### src/rtl/noc_switch3_rr.sv
// Three-port hierarchical NoC switch: per-input FWFT FIFOs, destination-range routing and
// packet-aware round-robin arbitration on each output. Port 1 = top, 2 = bottom, 3 = right.
module noc_switch3_rr #(
  parameter int unsigned DataWidth = 32,
  parameter int unsigned AddrWidth = 8,
  parameter int unsigned FifoDepth = 8,
  parameter int unsigned TopMin    = 1,
  parameter int unsigned TopMax    = 1,
  parameter int unsigned BottomMin = 0,
  parameter int unsigned BottomMax = 0,
  parameter int unsigned CntWidth  = 16
) (
  input  logic                 i_clk,
  input  logic                 i_reset,
  input  logic [DataWidth-1:0] i_data1,
  input  logic [DataWidth-1:0] i_data2,
  input  logic [DataWidth-1:0] i_data3,
  input  logic                 i_last1,
  input  logic                 i_last2,
  input  logic                 i_last3,
  input  logic                 i_data_valid1,
  input  logic                 i_data_valid2,
  input  logic                 i_data_valid3,
  output logic                 o_data_ready1,
  output logic                 o_data_ready2,
  output logic                 o_data_ready3,
  output logic [DataWidth-1:0] o_data1,
  output logic [DataWidth-1:0] o_data2,
  output logic [DataWidth-1:0] o_data3,
  output logic                 o_last1,
  output logic                 o_last2,
  output logic                 o_last3,
  output logic                 o_data_valid1,
  output logic                 o_data_valid2,
  output logic                 o_data_valid3,
  input  logic                 i_data_ready1,
  input  logic                 i_data_ready2,
  input  logic                 i_data_ready3,
  output logic                 o_route_err,
  output logic [CntWidth-1:0]  o_drop_cnt
);

  localparam int unsigned FlitWidth = DataWidth + 1;
  localparam int unsigned IdxWidth  = $clog2(FifoDepth);
  localparam int unsigned PtrWidth  = IdxWidth + 1;

  localparam logic [AddrWidth-1:0] TopLo  = AddrWidth'(TopMin);
  localparam logic [AddrWidth-1:0] TopSpn = AddrWidth'(TopMax - TopMin);
  localparam logic [AddrWidth-1:0] BotLo  = AddrWidth'(BottomMin);
  localparam logic [AddrWidth-1:0] BotSpn = AddrWidth'(BottomMax - BottomMin);

  logic [DataWidth-1:0] in_data [3];
  logic                 in_last [3];
  logic                 in_valid [3];
  logic                 in_ready [3];
  logic                 out_ready [3];
  logic [DataWidth-1:0] out_data [3];
  logic                 out_last [3];
  logic                 out_valid [3];

  assign in_data[0]   = i_data1;
  assign in_data[1]   = i_data2;
  assign in_data[2]   = i_data3;
  assign in_last[0]   = i_last1;
  assign in_last[1]   = i_last2;
  assign in_last[2]   = i_last3;
  assign in_valid[0]  = i_data_valid1;
  assign in_valid[1]  = i_data_valid2;
  assign in_valid[2]  = i_data_valid3;
  assign out_ready[0] = i_data_ready1;
  assign out_ready[1] = i_data_ready2;
  assign out_ready[2] = i_data_ready3;

  assign o_data_ready1 = in_ready[0];
  assign o_data_ready2 = in_ready[1];
  assign o_data_ready3 = in_ready[2];
  assign o_data1       = out_data[0];
  assign o_data2       = out_data[1];
  assign o_data3       = out_data[2];
  assign o_last1       = out_last[0];
  assign o_last2       = out_last[1];
  assign o_last3       = out_last[2];
  assign o_data_valid1 = out_valid[0];
  assign o_data_valid2 = out_valid[1];
  assign o_data_valid3 = out_valid[2];

  // ---------------------------------------------------------------------------------------------
  // Input FIFOs (first-word fall-through)
  // ---------------------------------------------------------------------------------------------
  logic [FlitWidth-1:0] head [3];
  logic                 empty [3];
  logic                 pop [3];

  for (genvar g = 0; g < 3; g++) begin : g_fifo
    logic [FlitWidth-1:0] mem_q [FifoDepth];
    logic [PtrWidth-1:0]  wr_ptr_q, rd_ptr_q;
    logic                 full, push;

    // Extra pointer bit distinguishes full from empty when the index bits match.
    assign full        = (wr_ptr_q[IdxWidth] != rd_ptr_q[IdxWidth]) &&
                         (wr_ptr_q[IdxWidth-1:0] == rd_ptr_q[IdxWidth-1:0]);
    assign empty[g]    = (wr_ptr_q == rd_ptr_q);
    assign in_ready[g] = ~full & ~i_reset;
    assign push        = in_valid[g] & in_ready[g];
    assign head[g]     = mem_q[rd_ptr_q[IdxWidth-1:0]];

    always_ff @(posedge i_clk or posedge i_reset) begin
      if (i_reset) begin
        wr_ptr_q <= '0;
        rd_ptr_q <= '0;
      end else begin
        if (push)   wr_ptr_q <= wr_ptr_q + 1'b1;
        if (pop[g]) rd_ptr_q <= rd_ptr_q + 1'b1;
      end
    end

    always_ff @(posedge i_clk) begin
      if (push) mem_q[wr_ptr_q[IdxWidth-1:0]] <= {in_last[g], in_data[g]};
    end
  end

  // ---------------------------------------------------------------------------------------------
  // Routing: one-hot request vector per input, bit o = wants output o
  // ---------------------------------------------------------------------------------------------
  logic [AddrWidth-1:0] dest [3];
  logic                 hit_top [3];
  logic                 hit_bot [3];
  logic [2:0]           req [3];
  logic                 drop;

  for (genvar g = 0; g < 3; g++) begin : g_dec
    logic [AddrWidth-1:0] top_off, bot_off;
    assign dest[g]    = head[g][DataWidth-1 -: AddrWidth];
    // Offset compare gives an inclusive range test without a constant-true bound check.
    assign top_off    = dest[g] - TopLo;
    assign bot_off    = dest[g] - BotLo;
    assign hit_top[g] = (top_off <= TopSpn);
    assign hit_bot[g] = (bot_off <= BotSpn);
  end

  always_comb begin
    req[0] = 3'b000;
    req[1] = 3'b000;
    req[2] = 3'b000;
    drop   = 1'b0;
    if (!empty[0]) req[0] = hit_bot[0] ? 3'b010 : 3'b100;
    if (!empty[1]) req[1] = hit_top[1] ? 3'b001 : 3'b100;
    if (!empty[2]) begin
      if (hit_top[2])      req[2] = 3'b001;
      else if (hit_bot[2]) req[2] = 3'b010;
      else                 drop   = 1'b1;
    end
  end

  // ---------------------------------------------------------------------------------------------
  // Per-output packet-aware round-robin arbiters; candidate A is the lower-numbered input
  // ---------------------------------------------------------------------------------------------
  logic acc_a [3];
  logic acc_b [3];

  for (genvar o = 0; o < 3; o++) begin : g_arb
    localparam int unsigned CandA = (o == 0) ? 1 : 0;
    localparam int unsigned CandB = (o == 2) ? 1 : 2;

    logic locked_q, lock_sel_q, prio_q;
    logic req_a, req_b, sel, accept;

    assign req_a = req[CandA][o];
    assign req_b = req[CandB][o];

    always_comb begin
      sel = 1'b0;
      if (locked_q)                         sel = lock_sel_q;
      else if (prio_q ? req_b : req_a)      sel = prio_q;
      else                                  sel = ~prio_q;
    end

    assign out_valid[o] = sel ? req_b : req_a;
    assign out_data[o]  = sel ? head[CandB][DataWidth-1:0] : head[CandA][DataWidth-1:0];
    assign out_last[o]  = sel ? head[CandB][DataWidth] : head[CandA][DataWidth];
    assign accept       = out_valid[o] & out_ready[o];
    assign acc_a[o]     = accept & ~sel;
    assign acc_b[o]     = accept & sel;

    always_ff @(posedge i_clk or posedge i_reset) begin
      if (i_reset) begin
        locked_q   <= 1'b0;
        lock_sel_q <= 1'b0;
        prio_q     <= 1'b0;
      end else if (accept) begin
        if (out_last[o]) begin
          locked_q <= 1'b0;
          prio_q   <= ~sel;
        end else begin
          locked_q   <= 1'b1;
          lock_sel_q <= sel;
        end
      end
    end
  end

  // Each head routes to exactly one output, so at most one term per input is ever set.
  assign pop[0] = acc_a[1] | acc_a[2];
  assign pop[1] = acc_a[0] | acc_b[2];
  assign pop[2] = acc_b[0] | acc_b[1] | drop;

  // ---------------------------------------------------------------------------------------------
  // Drop accounting
  // ---------------------------------------------------------------------------------------------
  always_ff @(posedge i_clk or posedge i_reset) begin
    if (i_reset) begin
      o_route_err <= 1'b0;
      o_drop_cnt  <= '0;
    end else if (drop) begin
      o_route_err <= 1'b1;
      if (o_drop_cnt != {CntWidth{1'b1}}) o_drop_cnt <= o_drop_cnt + 1'b1;
    end
  end

endmodule

### config.mk
export PLATFORM = sky130hd
export DESIGN_NAME = noc_switch3_rr
export DESIGN_NICKNAME = d
export VERILOG_FILES = /design/src/rtl/noc_switch3_rr.sv
export SDC_FILE = /design/constraint.sdc
export NUM_CORES = 1
export LEC_CHECK = 0
export CAP_MARGIN = 0
export CORE_MARGIN = 1
export CORE_UTILIZATION = 59
export DETAILED_ROUTE_END_ITERATION = 7
export GPL_ROUTABILITY_DRIVEN = 0
export PLACE_DENSITY = 0.8
export SKIP_LAST_GASP = 1
export SYNTH_ARGS = -nofsm -noshare
export SYNTH_HDL_FRONTEND = slang
export SYNTH_SLANG_ARGS = --single-unit
### constraint.sdc
create_clock -name i_clk -period 4.7 [get_ports i_clk]
set_input_delay 1.175 -clock i_clk [delete_from_list [all_inputs] [get_ports i_clk]]
set_output_delay 1.175 -clock i_clk [all_outputs]
set_load 0.05 [all_outputs]
==> results.yml <==
routing:
  drc: 0
  ant_nets: 0
  routedWlPerCell_um: 38.0
  detail_route.first_pass.iterations: 6
  vias: 20000
  drtIter0Drc: 3005
  wirelength_mm: 109
  via_per_inst: 6.99
worst_setup_path:
  start_kind: "register"
  reg2reg_depth: 10
  r2r-end: "g_arb[0].prio_q"
  crit_start: "g_fifo[2].rd_ptr_q[0]"
  cp.required_ps: 3520
  endpoint_kind: "output pin"
  cp-endpoint: "o_data1[18]"
  worstSetupPathType: "reg2out"
  r2r-start: "g_fifo[1].rd_ptr_q[0]"
  critical_path.max_fanout: 8
  ff2ff_setup_slack_ps: 720
  critPathArrivalTime_ps: 4070
global_routing:
  grt_usage_pct: 34.5
  grt_max_degree: 54
  gr-total-overflow: 0
  grt_pass1_vias: 19500
  antenna_found_initial: 13
  grt_pass1_wl_mm: 139
timing:
  hold_violations: 0
  drv_slew: 0
  tightest_slew_ps: 1150
  fin_ws_ps: -549
  setup_viol_count_final: 102
  finClkSkew_ps: 20.0
  maxClockFrequency_mhz: 191
  fin_crit_sh_pct: 112
  min_period_ps: 5250
  relSlewSlack_pct: 23.4
  rsz0062_at_grt: "true"
  hold_slack_ps: 489
cells_and_area:
  area_growth_pct: 33.3
  stdcell_count: 2867
  drive_gt1_share_pct: 39.6
  mostFrequentLayoutCells: "edfxtp_1 (792), mux4_2 (198), buf_4 (145), buf_12 (144), clkdlybuf4s50_1 (125)"
  layout_commonest_cell: "edfxtp_1"
  fin_nets: 2151
logic_synthesis:
  synthFlopType: "edfxtp_1"
  synth_cell_types: 62
  async_flop_share_pct: 5.94
  synth_warnings: 0
  ys_seq_area_share_pct: 74.6
  synth-seq-cells: 842
  synth.avg_cell_area_um2: 21.2
  syn-num-nets: 1697
  syn_area_um2: 33600
  synth_edf_count: 792
  synthCells: 1583
run_status:
  status: "complete, but fails checks"
  violations: "negative setup slack"
flow_run:
  maxCapViolCount: 0
clock_tree:
  cts_made_buffers: 82
  clock_latency_ps: 640
  cts_tree: "done"
  clkSinkCount: 842
  root_buffer: "clkbuf_16"
  htreeDepth: 3
  path_clk_slew_ps: 70
  clockBufferDepth: 3
  cts_hold_buf: 0
hold_path:
  min_path_type: "reg2reg"
floorplan:
  start_util_pct: 59.7
  die_area_um2: 57900
  rows: 87
  pin_count: 229
  coreArea_um2: 56300
  die_y_um: 241
  die_x_um: 241
power:
  finalPower_mw: 37.4
  p_sw_share_pct: 39.4
  power_frac_clock_pct: 19.5
  p_leak_nw: 15.0
  seq_power_share_pct: 25.7
  p_sw_mw: 14.8
  power_density_nw_per_um2: 837
  ir_drop_uv: 795
  intPower_mw: 22.7
  combPwrFrac_pct: 54.8
place:
  hpwl_mm: 50.3
  portBuffers: 228
  dp_cells: 2605
[sequential cells by signal, indices dropped and copies added, names as in the netlist]
name and count:
g_arb.locked_q 3, g_arb.prio_q 3, o_drop_cnt 16, g_arb.lock_sel_q 3, o_route_err 1, g_fifo.wr_ptr_q 12, g_fifo.mem_q 792, g_fifo.rd_ptr_q 12
[metrics by stage]
step	setup slack (ps)	instance area, um^2	TNS (ps)	utilization [%]
global route	-549	44700	-33190	79.5
floorplan	4.62	33600	0	-
CTS	-318	43900	-15220	77.9
detailed placement	-83.3	38900	-221	69.0
global placement	-56.0	38900	-139	69.0
finish	-549	44700	-31150	79.5
[power groups by stage]
stage	clock [mW]	combinational (mW)	sequential, mW
global placement	0	15.3	9.61
global route	7.56	20.8	9.65
finish	7.30	20.5	9.62
detailed placement	0	15.5	9.68
CTS	7.13	18.5	9.52
floorplan	0	8.41	9.42
[critical path, stage by stage (launching register included)]
cell and delay (ps):
dfrtp_4 530, buf_4 160, mux4_2 530, mux2i_4 310, nand4_1 220, or3_4 450, a211oi_4 220, buf_6 160
buf_12 150, buf_16 160, mux2i_4 350, buf_12 180
[metal layers]
metal,global-route usage [%],vias up,routed length [um]
met5,0,-,77
met4,18.0,12,7790
met3,9.25,480,13100
met2,56.1,1864,53900
met1,43.0,10200,34200
li1,-,7502,-
[timing repair]
action,4_1_cts,5_1_grt
setup buffers,61,40
gates resized for setup,234,89
endpoints found under the hold margin,0,0
cloned,11,2
pin swaps,13,14
setup endpoints to repair,102,103
[cells in the mapped netlist (all sizes together) (10+ instances only)]
library cell | count | share of area, %
nand3 | 10 | 0.15
nand2b | 14 | 0.26
xnor2 | 14 | 0.37
nor2 | 26 | 0.29
mux2i | 199 | 5.9
nand4 | 10 | 0.20
dfrtp | 50 | 3.7
mux4 | 198 | 13
xor2 | 28 | 0.73
nand2 | 37 | 0.41
inv | 14 | 0.16
clkbuf | 28 | 0.31
buf | 50 | 0.75
edfxtp | 792 | 71
o21ai | 12 | 0.18
nor3 | 16 | 0.24
[cell families after synthesis]
logic type                 count (synthesis)  synth area share (%)
DFF                                      842                  74.6
xor gates and xnor gates                  42                  1.10
and+or+nand+nor                          144                  2.24
adders and majority gates                  7                 0.261
AOI/OAI and AO/OA                         50                  1.09
muxes                                    406                  19.5
buffers and inverters                     92                  1.22
[worst min-delay path by stage]
stage                     depth (start not counted)               endpoint                   from  slack (ps)
after global placement                            1            o_route_err            o_route_err         470
after global routing                              1  g_fifo[2].wr_ptr_q[3]  g_fifo[2].wr_ptr_q[3]         500
after detailed placement                          1            o_route_err            o_route_err         450
after floorplan                                   1  g_fifo[0].wr_ptr_q[3]  g_fifo[0].wr_ptr_q[3]         460
final                                             1  g_fifo[2].wr_ptr_q[3]  g_fifo[2].wr_ptr_q[3]         490
after CTS                                         1            o_route_err            o_route_err         470
[layout make-up]
type	count	area, um^2
clock buffer	101	2170
timing repair buffer	448	5830
antenna	7	17.5
tap	756	946
fill	2455	11500
clock inverter	50	726
sequential	842	25100
inverter	14	52.6
multi-input combinational	649	9950
Power figures use the tool's default switching activity.
